[src/rtl/apb_master_bridge_pkg.sv]
// apb_pkg: shared types and default widths for the APB master bridge.
//  APB_ADDR_WIDTH / APB_DATA_WIDTH : default address / data widths
//  state_t                         : bridge FSM states
//  rsp_t                           : registered response {rdata, err, timeout}
package apb_pkg;
   localparam int APB_ADDR_WIDTH = 8;
   localparam int APB_DATA_WIDTH = 32;
   typedef enum logic [1:0] {IDLE, SETUP, ACCESS, RESP} state_t;
   typedef struct packed {
      logic [APB_DATA_WIDTH-1:0] rdata;
      logic                      err;
      logic                      timeout;
   } rsp_t;
endpackage

[src/rtl/apb_master_bridge_if.sv]
// apb_master_bridge_if: APB4 bus between the bridge (master) and a completer (slave).
//  PSEL/PENABLE/PWRITE/PADDR/PWDATA/PSTRB : master -> slave
//  PRDATA/PREADY/PSLVERR                  : slave -> master
interface apb_master_bridge_if
   import apb_pkg::*;
#(
   parameter int ADDR_WIDTH = APB_ADDR_WIDTH,
   parameter int DATA_WIDTH = APB_DATA_WIDTH
);
   logic                    PSEL;
   logic                    PENABLE;
   logic                    PWRITE;
   logic [ADDR_WIDTH-1:0]   PADDR;
   logic [DATA_WIDTH-1:0]   PWDATA;
   logic [DATA_WIDTH/8-1:0] PSTRB;
   logic [DATA_WIDTH-1:0]   PRDATA;
   logic                    PREADY;
   logic                    PSLVERR;
   modport master (
      output PSEL, PENABLE, PWRITE, PADDR, PWDATA, PSTRB,
      input  PRDATA, PREADY, PSLVERR
   );
   modport slave (
      input  PSEL, PENABLE, PWRITE, PADDR, PWDATA, PSTRB,
      output PRDATA, PREADY, PSLVERR
   );
endinterface

[src/rtl/apb_master_bridge_wait_timer.sv]
// apb_wait_timer: counts ACCESS wait cycles and flags the last allowed one.
//  PCLK, PRESETn : clock, async active-low reset
//  clear         : zero the counter (asserted in the cycle before ACCESS)
//  enable        : count this cycle (asserted while in ACCESS)
//  expired       : this is ACCESS cycle number TIMEOUT; never set when TIMEOUT=0
module apb_wait_timer #(
   parameter int TIMEOUT = 16
) (
   input  logic PCLK,
   input  logic PRESETn,
   input  logic clear,
   input  logic enable,
   output logic expired
);
   localparam int W = ($clog2(TIMEOUT + 1) > 0) ? $clog2(TIMEOUT + 1) : 1;
   localparam logic [W-1:0] LIMIT = W'(TIMEOUT);
   localparam logic [W-1:0] LAST  = W'((TIMEOUT > 0) ? TIMEOUT - 1 : 0);
   logic [W-1:0] cnt_q, cnt_d;
   // Saturates at TIMEOUT so the count can never wrap.
   always_comb begin
      cnt_d   = clear ? '0 : (enable && cnt_q != LIMIT) ? cnt_q + 1'b1 : cnt_q;
      expired = (TIMEOUT != 0) && enable && (cnt_q == LAST);
   end
   always_ff @(posedge PCLK or negedge PRESETn) begin
      if (!PRESETn) cnt_q <= '0;
      else          cnt_q <= cnt_d;
   end
endmodule

[src/rtl/apb_master_bridge.sv]
// apb_master_bridge: valid/ready command stream to APB4 transfers, one outstanding.
//  PCLK, PRESETn                       : clock, async active-low reset
//  cmd_valid/cmd_ready                 : command handshake (ready only in IDLE)
//  cmd_write/cmd_addr/cmd_wdata/cmd_strb : command payload
//  rsp_valid/rsp_ready                 : response handshake (valid only in RESP)
//  rsp_rdata/rsp_err/rsp_timeout       : read data, PSLVERR-or-timeout, timeout abort
//  apb                                 : APB4 master bus
module apb_master_bridge
   import apb_pkg::*;
#(
   parameter int ADDR_WIDTH = APB_ADDR_WIDTH,
   parameter int DATA_WIDTH = APB_DATA_WIDTH,
   parameter int TIMEOUT    = 16
) (
   input  logic                    PCLK,
   input  logic                    PRESETn,
   input  logic                    cmd_valid,
   output logic                    cmd_ready,
   input  logic                    cmd_write,
   input  logic [ADDR_WIDTH-1:0]   cmd_addr,
   input  logic [DATA_WIDTH-1:0]   cmd_wdata,
   input  logic [DATA_WIDTH/8-1:0] cmd_strb,
   output logic                    rsp_valid,
   input  logic                    rsp_ready,
   output logic [DATA_WIDTH-1:0]   rsp_rdata,
   output logic                    rsp_err,
   output logic                    rsp_timeout,
   apb_master_bridge_if.master     apb
);
   state_t                  state_q, state_d;
   logic                    write_q, write_d;
   logic [ADDR_WIDTH-1:0]   addr_q, addr_d;
   logic [DATA_WIDTH-1:0]   wdata_q, wdata_d;
   logic [DATA_WIDTH/8-1:0] strb_q, strb_d;
   rsp_t                    rsp_q, rsp_d;
   logic                    timer_clear, timer_en, expired, psel;
   apb_wait_timer #(.TIMEOUT(TIMEOUT)) u_timer (
      .PCLK    (PCLK),
      .PRESETn (PRESETn),
      .clear   (timer_clear),
      .enable  (timer_en),
      .expired (expired)
   );
   always_comb begin
      state_d = state_q;
      write_d = write_q;
      addr_d  = addr_q;
      wdata_d = wdata_q;
      strb_d  = strb_q;
      rsp_d   = rsp_q;
      case (state_q)
         IDLE: if (cmd_valid) begin
            state_d = SETUP;
            write_d = cmd_write;
            addr_d  = cmd_addr;
            wdata_d = cmd_wdata;
            strb_d  = cmd_strb;
         end
         SETUP: state_d = ACCESS;
         ACCESS: if (apb.PREADY) begin
            // PREADY takes priority over a timeout on the same edge.
            state_d       = RESP;
            rsp_d.rdata   = (write_q || apb.PSLVERR) ? '0 : APB_DATA_WIDTH'(apb.PRDATA);
            rsp_d.err     = apb.PSLVERR;
            rsp_d.timeout = 1'b0;
         end else if (expired) begin
            state_d       = RESP;
            rsp_d.rdata   = '0;
            rsp_d.err     = 1'b1;
            rsp_d.timeout = 1'b1;
         end
         RESP: if (rsp_ready) state_d = IDLE;
         default: state_d = IDLE;
      endcase
   end
   always_comb begin
      psel        = (state_q == SETUP) || (state_q == ACCESS);
      timer_clear = (state_q == SETUP);
      timer_en    = (state_q == ACCESS);
      // Gated by PRESETn so cmd_ready is low for the whole reset pulse.
      cmd_ready   = PRESETn && (state_q == IDLE);
      rsp_valid   = (state_q == RESP);
      rsp_rdata   = rsp_valid ? DATA_WIDTH'(rsp_q.rdata) : '0;
      rsp_err     = rsp_valid && rsp_q.err;
      rsp_timeout = rsp_valid && rsp_q.timeout;
      apb.PSEL    = psel;
      apb.PENABLE = (state_q == ACCESS);
      apb.PWRITE  = write_q;
      apb.PADDR   = addr_q;
      apb.PWDATA  = psel ? wdata_q : '0;
      apb.PSTRB   = (psel && write_q) ? strb_q : '0;
   end
   always_ff @(posedge PCLK or negedge PRESETn) begin
      if (!PRESETn) begin
         state_q <= IDLE;
         write_q <= 1'b0;
         addr_q  <= '0;
         wdata_q <= '0;
         strb_q  <= '0;
         rsp_q   <= '0;
      end else begin
         state_q <= state_d;
         write_q <= write_d;
         addr_q  <= addr_d;
         wdata_q <= wdata_d;
         strb_q  <= strb_d;
         rsp_q   <= rsp_d;
      end
   end
endmodule

[src/flat_wrapper.sv]
// flat-port wrapper written by rule: the top's interface ports become plain ports
module apb_master_bridge_flat import apb_pkg::*;
#(
   parameter int ADDR_WIDTH = APB_ADDR_WIDTH,
   parameter int DATA_WIDTH = APB_DATA_WIDTH,
   parameter int TIMEOUT    = 16
)
  (PCLK, PRESETn, cmd_valid, cmd_ready, cmd_write, cmd_addr, cmd_wdata, cmd_strb, rsp_valid, rsp_ready, rsp_rdata, rsp_err, rsp_timeout, apb_PSEL, apb_PENABLE, apb_PWRITE, apb_PADDR, apb_PWDATA, apb_PSTRB, apb_PRDATA, apb_PREADY, apb_PSLVERR);
  apb_master_bridge_if #(.ADDR_WIDTH(ADDR_WIDTH), .DATA_WIDTH(DATA_WIDTH)) apb_i ();
  input  logic PCLK;
  input  logic PRESETn;
  input  logic cmd_valid;
  output logic cmd_ready;
  input  logic cmd_write;
  input  logic [ADDR_WIDTH-1:0] cmd_addr;
  input  logic [DATA_WIDTH-1:0] cmd_wdata;
  input  logic [DATA_WIDTH/8-1:0] cmd_strb;
  output logic rsp_valid;
  input  logic rsp_ready;
  output logic [DATA_WIDTH-1:0] rsp_rdata;
  output logic rsp_err;
  output logic rsp_timeout;
  output wire logic [$bits(apb_i.PSEL)-1:0] apb_PSEL;
  output wire logic [$bits(apb_i.PENABLE)-1:0] apb_PENABLE;
  output wire logic [$bits(apb_i.PWRITE)-1:0] apb_PWRITE;
  output wire logic [$bits(apb_i.PADDR)-1:0] apb_PADDR;
  output wire logic [$bits(apb_i.PWDATA)-1:0] apb_PWDATA;
  output wire logic [$bits(apb_i.PSTRB)-1:0] apb_PSTRB;
  input wire logic [$bits(apb_i.PRDATA)-1:0] apb_PRDATA;
  input wire logic [$bits(apb_i.PREADY)-1:0] apb_PREADY;
  input wire logic [$bits(apb_i.PSLVERR)-1:0] apb_PSLVERR;
  assign apb_PSEL = apb_i.PSEL;
  assign apb_PENABLE = apb_i.PENABLE;
  assign apb_PWRITE = apb_i.PWRITE;
  assign apb_PADDR = apb_i.PADDR;
  assign apb_PWDATA = apb_i.PWDATA;
  assign apb_PSTRB = apb_i.PSTRB;
  assign apb_i.PRDATA = apb_PRDATA;
  assign apb_i.PREADY = apb_PREADY;
  assign apb_i.PSLVERR = apb_PSLVERR;
  apb_master_bridge #(.ADDR_WIDTH(ADDR_WIDTH), .DATA_WIDTH(DATA_WIDTH), .TIMEOUT(TIMEOUT)) u_core (.PCLK(PCLK), .PRESETn(PRESETn), .cmd_valid(cmd_valid), .cmd_ready(cmd_ready), .cmd_write(cmd_write), .cmd_addr(cmd_addr), .cmd_wdata(cmd_wdata), .cmd_strb(cmd_strb), .rsp_valid(rsp_valid), .rsp_ready(rsp_ready), .rsp_rdata(rsp_rdata), .rsp_err(rsp_err), .rsp_timeout(rsp_timeout), .apb(apb_i));
endmodule
[config.mk]
export PLATFORM = sky130hd
export DESIGN_NAME = apb_master_bridge_flat
export DESIGN_NICKNAME = d
export VERILOG_FILES = /design/src/rtl/apb_master_bridge_pkg.sv /design/src/rtl/apb_master_bridge_if.sv /design/src/rtl/apb_master_bridge_wait_timer.sv /design/src/rtl/apb_master_bridge.sv /design/src/flat_wrapper.sv
export SDC_FILE = /design/constraint.sdc
export NUM_CORES = 1
export LEC_CHECK = 0
export CORE_MARGIN = 10
export CORE_UTILIZATION = 25
export DETAILED_ROUTE_END_ITERATION = 8
export PLACE_DENSITY = 0.61
export SLEW_MARGIN = 0
export SYNTH_ARGS = -nofsm -noshare
export SYNTH_HDL_FRONTEND = slang
export SYNTH_SLANG_ARGS = --single-unit
[constraint.sdc]
create_clock -name PCLK -period 2.4 [get_ports PCLK]
set_input_delay 0.72 -clock PCLK [delete_from_list [all_inputs] [get_ports PCLK]]
set_output_delay 0.72 -clock PCLK [all_outputs]
set_load 0.005 [all_outputs]
After elaboration in Yosys (flattened, before gate mapping)
Index checks and enable logic that the tools add are counted.
W data, S select, Z words.
{ "classes": {"addsub": 1, "n_eq_ne": 8, "n_mux": 13, "n_reduce_logical": 14} }
{ "op_table": {"columns": ["cell", "n"], "rows": [
  ["$mux W32", 3],
  ["$mux W34", 2],
  ["$mux W5", 2],
  ["$mux W2", 4],
  ["$pmux W2 S4", 1],
  ["$logic_and A1 B1 Y1", 6],
  ["$add A5 B1 Y5 const B", 1],
  ["$eq A5 B4 Y1 const B", 1],
  ["$ne A5 B5 Y1 const B", 1],
  ["$eq A2 B2 Y1 const B", 2],
  ["$mux W4", 1],
  ["$reduce_and A2 Y1", 2],
  ["$reduce_bool A2 Y1", 2],
  ["$ne A3 B2 Y1 const B", 1],
  ["$reduce_and A3 Y1", 1],
  ["$eq A2 B1 Y1 const B", 1],
  ["$logic_not A2 Y1", 1],
  ["$logic_or A1 B1 Y1", 2],
  ["$ne A2 B1 Y1 const B", 1],
  ["$ne A2 B2 Y1 const B", 1]
]} }
{ "word_totals": {"register_bits": 86, "word_cells": 45} }

Logic depth before layout (Yosys ltp)
{ "logic_depth": {"depth_word": 5, "depth_mapped": 6} }

By module
Synthesis repeated with hierarchy kept, for this count alone.
{ "unflattened": {"cells_unflattened": 298, "hier_area_um2": 3802.4} }
{ "by_module_without_submodules": {"columns": ["mod", "instances", "cells_each", "area_each_um2"], "rows": [
  ["apb_master_bridge", 1, 268, 3502.1],
  ["apb_wait_timer", 1, 30, 300.3]
]} }

Worst setup path after synthesis
Ideal clock, no wire load.
{ "synth_path": {"path_kind": "register to output", "start": "register u_core.state_q[0]", "end": "output port apb_PWDATA[10]", "arrival_ps": 1206, "slack_ps": 474, "stages_incl_launch_ff": 5, "path_buffers": 1, "cell_sequence": "dfrtp_1 > inv_1 > ha_1 > clkbuf_1 > and2_1"} }
{ "synth_via": {"elab_chain_len": 3, "word_cells_on_any_way": 4} }
{ "synth_lines": {"columns": ["item", "line", "text"], "rows": [
  ["start, declared", "apb_master_bridge.sv:30", "state_t state_q, state_d;"],
  ["start signal, assigned", "apb_master_bridge.sv:102", "state_q <= state_d;"],
  ["$eq A2 B1 Y1 or $eq A2 B2 Y1 (tied branches)", "apb_master_bridge.sv:77", "psel = (state_q == SETUP) || (state_q == ACCESS);"],
  ["$logic_or A1 B1 Y1 *", "apb_master_bridge.sv:77", null],
  ["via apb_PSEL", "flat_wrapper.sv:23", "output wire logic [$bits(apb_i.PSEL)-1:0] apb_PSEL;"],
  ["$mux W32 *", "apb_master_bridge.sv:90", "apb.PWDATA = psel ? wdata_q : '0;"],
  ["end, declared", "flat_wrapper.sv:27", "output wire logic [$bits(apb_i.PWDATA)-1:0] apb_PWDATA;"]
]} }
Mark *: on every way through the listed nets, which the timed path passes. The rest lies on a longest branch.

Worst setup path in the final report
{ "layout_path": {"start": "register u_core.state_q[1]", "end": "output port rsp_rdata[3]"} }
{ "layout_via": {"elab_chain_len": 2} }
{ "layout_lines": {"columns": ["item", "line", "text"], "rows": [
  ["$eq A2 B2 Y1", "apb_master_bridge.sv:82", "rsp_valid = (state_q == RESP);"],
  ["$mux W32", "apb_master_bridge.sv:83", "rsp_rdata = rsp_valid ? DATA_WIDTH'(rsp_q.rdata) : '0;"],
  ["end, declared", "flat_wrapper.sv:20", "output logic [DATA_WIDTH-1:0] rsp_rdata;"]
]} }
No other way between the ends.

==> out/results.tsv <==
stage	metric	value	unit
detailed_routing	# DRC	0	
timing	Worst Skew	0.005634	ns
critical_path	required time of the critical path	1.68	ns
global_routing	vias in the first global route	3338	
logic_synthesis	distinct cell type count after synthesis	27	
detailed_routing	Initial DRT Pass Iterations	4	
logic_synthesis	mapped cell area	3794	um2
timing	headroom to the max-slew limit	0.5787	
final_layout	fin nets	575	
timing	Max Clk Rate	422.8	MHz
timing	min Tclk post-route	2.365	ns
critical_path	path depth of the worst reg2reg path	6	
detailed_routing	Final ANT Viol Nets	0	
detailed_routing	Via Count	3065	
logic_synthesis	most frequent cells after synthesis	dfrtp_1, and2_1, mux2_2	
global_routing	wire length of the first global-routing pass	19240	um
critical_path	Worst R2R Start	u_core.state_q[1]	
global_routing	initial antenna violation count	1	
critical_path	Worst Setup Start Kind	flip-flop	
detailed_routing	initial drt markers	92	
critical_path	Arr. time, crit path	1.65	ns
floorplan	CORE AREA	14700	um2
clocking	clock sink count	86	
timing	crit share post-route	0.9854	
placed_design	hpwl dp	8564	um
clocking	# hold bufs at CTS	0	
critical_path	reg2reg setup slack	0.43	ns
logic_synthesis	number of flops mapped to enable cells by yosys	0	
timing	Slew @ Worst Pin	0.6319	ns
clocking	Clock Path Buffers	2	
logic_synthesis	ys flop type	dfrtp_1	
final_layout	layout cells sized above 1	0.3538	
detailed_routing	Final Routed Wirelength	12920	um
global_routing	largest net degree at the start of global routing	48	
clocking	H-tree levels	3	
final_layout	Final Core Density	0.4192	
clocking	Clk Latency, worst-skew pair	0.34	ns
global_routing	GR Overflow Total	0	
logic_synthesis	asr flop ratio synth	1.000	
logic_synthesis	leading post-synthesis cells by cell area	dfrtp_1, mux2_2, and2_1	
timing	Final Max Slew Viols	0	
critical_path	Crit Path Class	reg -> out	
timing	final hold vios	0	
logic_synthesis	Yosys top cell area share	0.5673	
run_status	run status	completed	
clocking	CTS tree	yes	
detailed_routing	Avg WL per Cell	19.19	um
logic_synthesis	top-count cell post-synth	dfrtp_1	
critical_path	worst flop-to-flop path endpoint	u_core.state_q[1]	
floorplan	chip width	143.2	um
floorplan	num rows	44	
floorplan	IO Pins	166	
floorplan	Initial Util	0.2581	
final_layout	Area growth, synth to finish	62.43	%
clocking	CTS root buffer	clkbuf_16	
logic_synthesis	Mapped Nets	390	
placed_design	gpl congestion	0.7204	
job	max_cap viols	0	
timing	RSZ-0062 raised after global routing	true	
power_and_ir_drop	total chip power	8.004	mW
placed_design	number of port buffers	165	
final_layout	# diodes	0	
logic_synthesis	syn avg cell area	12.69	um2
timing	endpoints failing setup	0	
critical_path	CP startpoint	u_core.state_q[1]	
critical_path	Crit. End Element	primary output	
clocking	Clk pin slew, worst setup/hold paths	0.06	ns
detailed_routing	vias per cell	4.554	
clocking	CTS Buf Count	9	
timing	total negative setup slack	0	ns
min_path	hold crit path type	in -> async	
logic_synthesis	Synth Warn #	0	
floorplan	DIE HEIGHT	143.2	um
power_and_ir_drop	Max IR drop VDD	0.7122	mV
power_and_ir_drop	pwr dens	1299	nW/um2
global_routing	aggregate global-route resource usage	0.1214	
critical_path	CP max FO	6	
logic_synthesis	number of synthesized register bits	86	
power_and_ir_drop	P_leak	2.862	nW
logic_synthesis	Synth area leader	dfrtp_1	
logic_synthesis	Cells after Synth	299	
logic_synthesis	sequential fraction of the synthesis area	0.5673	
floorplan	die area	20500	um2
==> worst max-delay path: stages (launching register included) <==
cell,delay (ns)
dfrtp_1,0.40
buf_6,0.13
ha_4,0.22
buf_16,0.16
clkbuf_16,0.14
and2_4,0.13
buf_6,0.11
==> registers in the layout, indices dropped and copies added, names as in the netlist <==
signal                flops
u_core.strb_q             4
u_core.rsp_q             34
u_core.apb.PWRITE         1
u_core.u_timer.cnt_q      5
u_core.state_q            2
u_core.apb.PADDR          8
u_core.wdata_q           32
==> per-stage QoR <==
step,setup WS (ns),cells,hold slack (ns),instance area [um2]
floorplan,0.4743,299,0.4244,3794
global placement,0.05704,643,0.4801,5758
detailed placement,0.02162,643,0.4832,5758
CTS,-0.2284,667,0.5022,6122
global route,-0.04227,673,0.5114,6162
finish,0.03492,673,0.4854,6162
==> final cells by class <==
type / count / area (um2)
fill: 1401 / 8537
multi-input combinational: 186 / 1597
sequential: 86 / 2152
timing repair buffer: 191 / 1858
inverter: 10 / 37.54
clock inverter: 3 / 17.52
clock buffer: 13 / 270.3
tap: 184 / 230.2
==> metal layers <==
layer,track usage,vias up,routed length (um)
met3,0.08325,15,1747
met5,0,-,13
met4,0.03040,2,219
met2,0.1810,132,5626
met1,0.1391,1508,5308
li1,-,1408,-
==> placed cells by master, fill, tap and decap left out, types with 3 or more instances in the layout <==
cell type / netlist / layout
and3_1: 5 / 4
clkdlybuf4s50_1: 0 / 90
nor2_1: 7 / 7
a22o_1: 32 / 32
clkdlybuf4s15_1: 0 / 4
clkbuf_2: 0 / 42
buf_2: 11 / 3
and2_1: 67 / 55
inv_1: 10 / 8
buf_4: 0 / 9
ha_1: 8 / 6
clkdlybuf4s15_2: 0 / 10
a21oi_1: 3 / 3
dfrtp_1: 86 / 86
buf_12: 0 / 7
buf_6: 0 / 15
clkbuf_16: 0 / 13
dlygate4sd2_1: 0 / 4
clkbuf_8: 0 / 3
mux2_2: 46 / 46
and2_4: 0 / 12
==> worst max path at each step <==
stage / cells past startpoint / to / slack [ns]
after global placement: 5 / apb_PWDATA[4] / 0.06
after detailed placement: 5 / apb_PSTRB[1] / 0.02
final: 6 / rsp_rdata[3] / 0.03
after global routing: 6 / rsp_rdata[3] / -0.04
after floorplan: 4 / apb_PWDATA[10] / 0.47
after CTS: 6 / apb_PWDATA[13] / -0.23
==> cell families after synthesis <==
logic type / share of synthesized area
xor+xnor: 0.002309
fa+ha+maj: 0.02639
buf+inv: 0.03034
mux: 0.1395
compound gates: 0.09894
simple gates: 0.1352
flops: 0.5673
==> power by group <==
part,switching [mW],internal [mW],total (mW)
sequential,0.376,2.15,2.53
combinational,1.60,2.51,4.12
clock,0.575,0.784,1.36
==> what timing repair did <==
| action | 4_1_cts | 5_1_grt |
|---|---|---|
| resized for setup | 134 | 126 |
| endpoints found under the hold margin | 0 | 0 |
| pin swaps | 2 | 10 |
| buffers inserted | 5 | 3 |
| setup endpoints to repair | 73 | 63 |
| gates cloned | 3 | 5 |
Power figures use the tool's default switching activity.
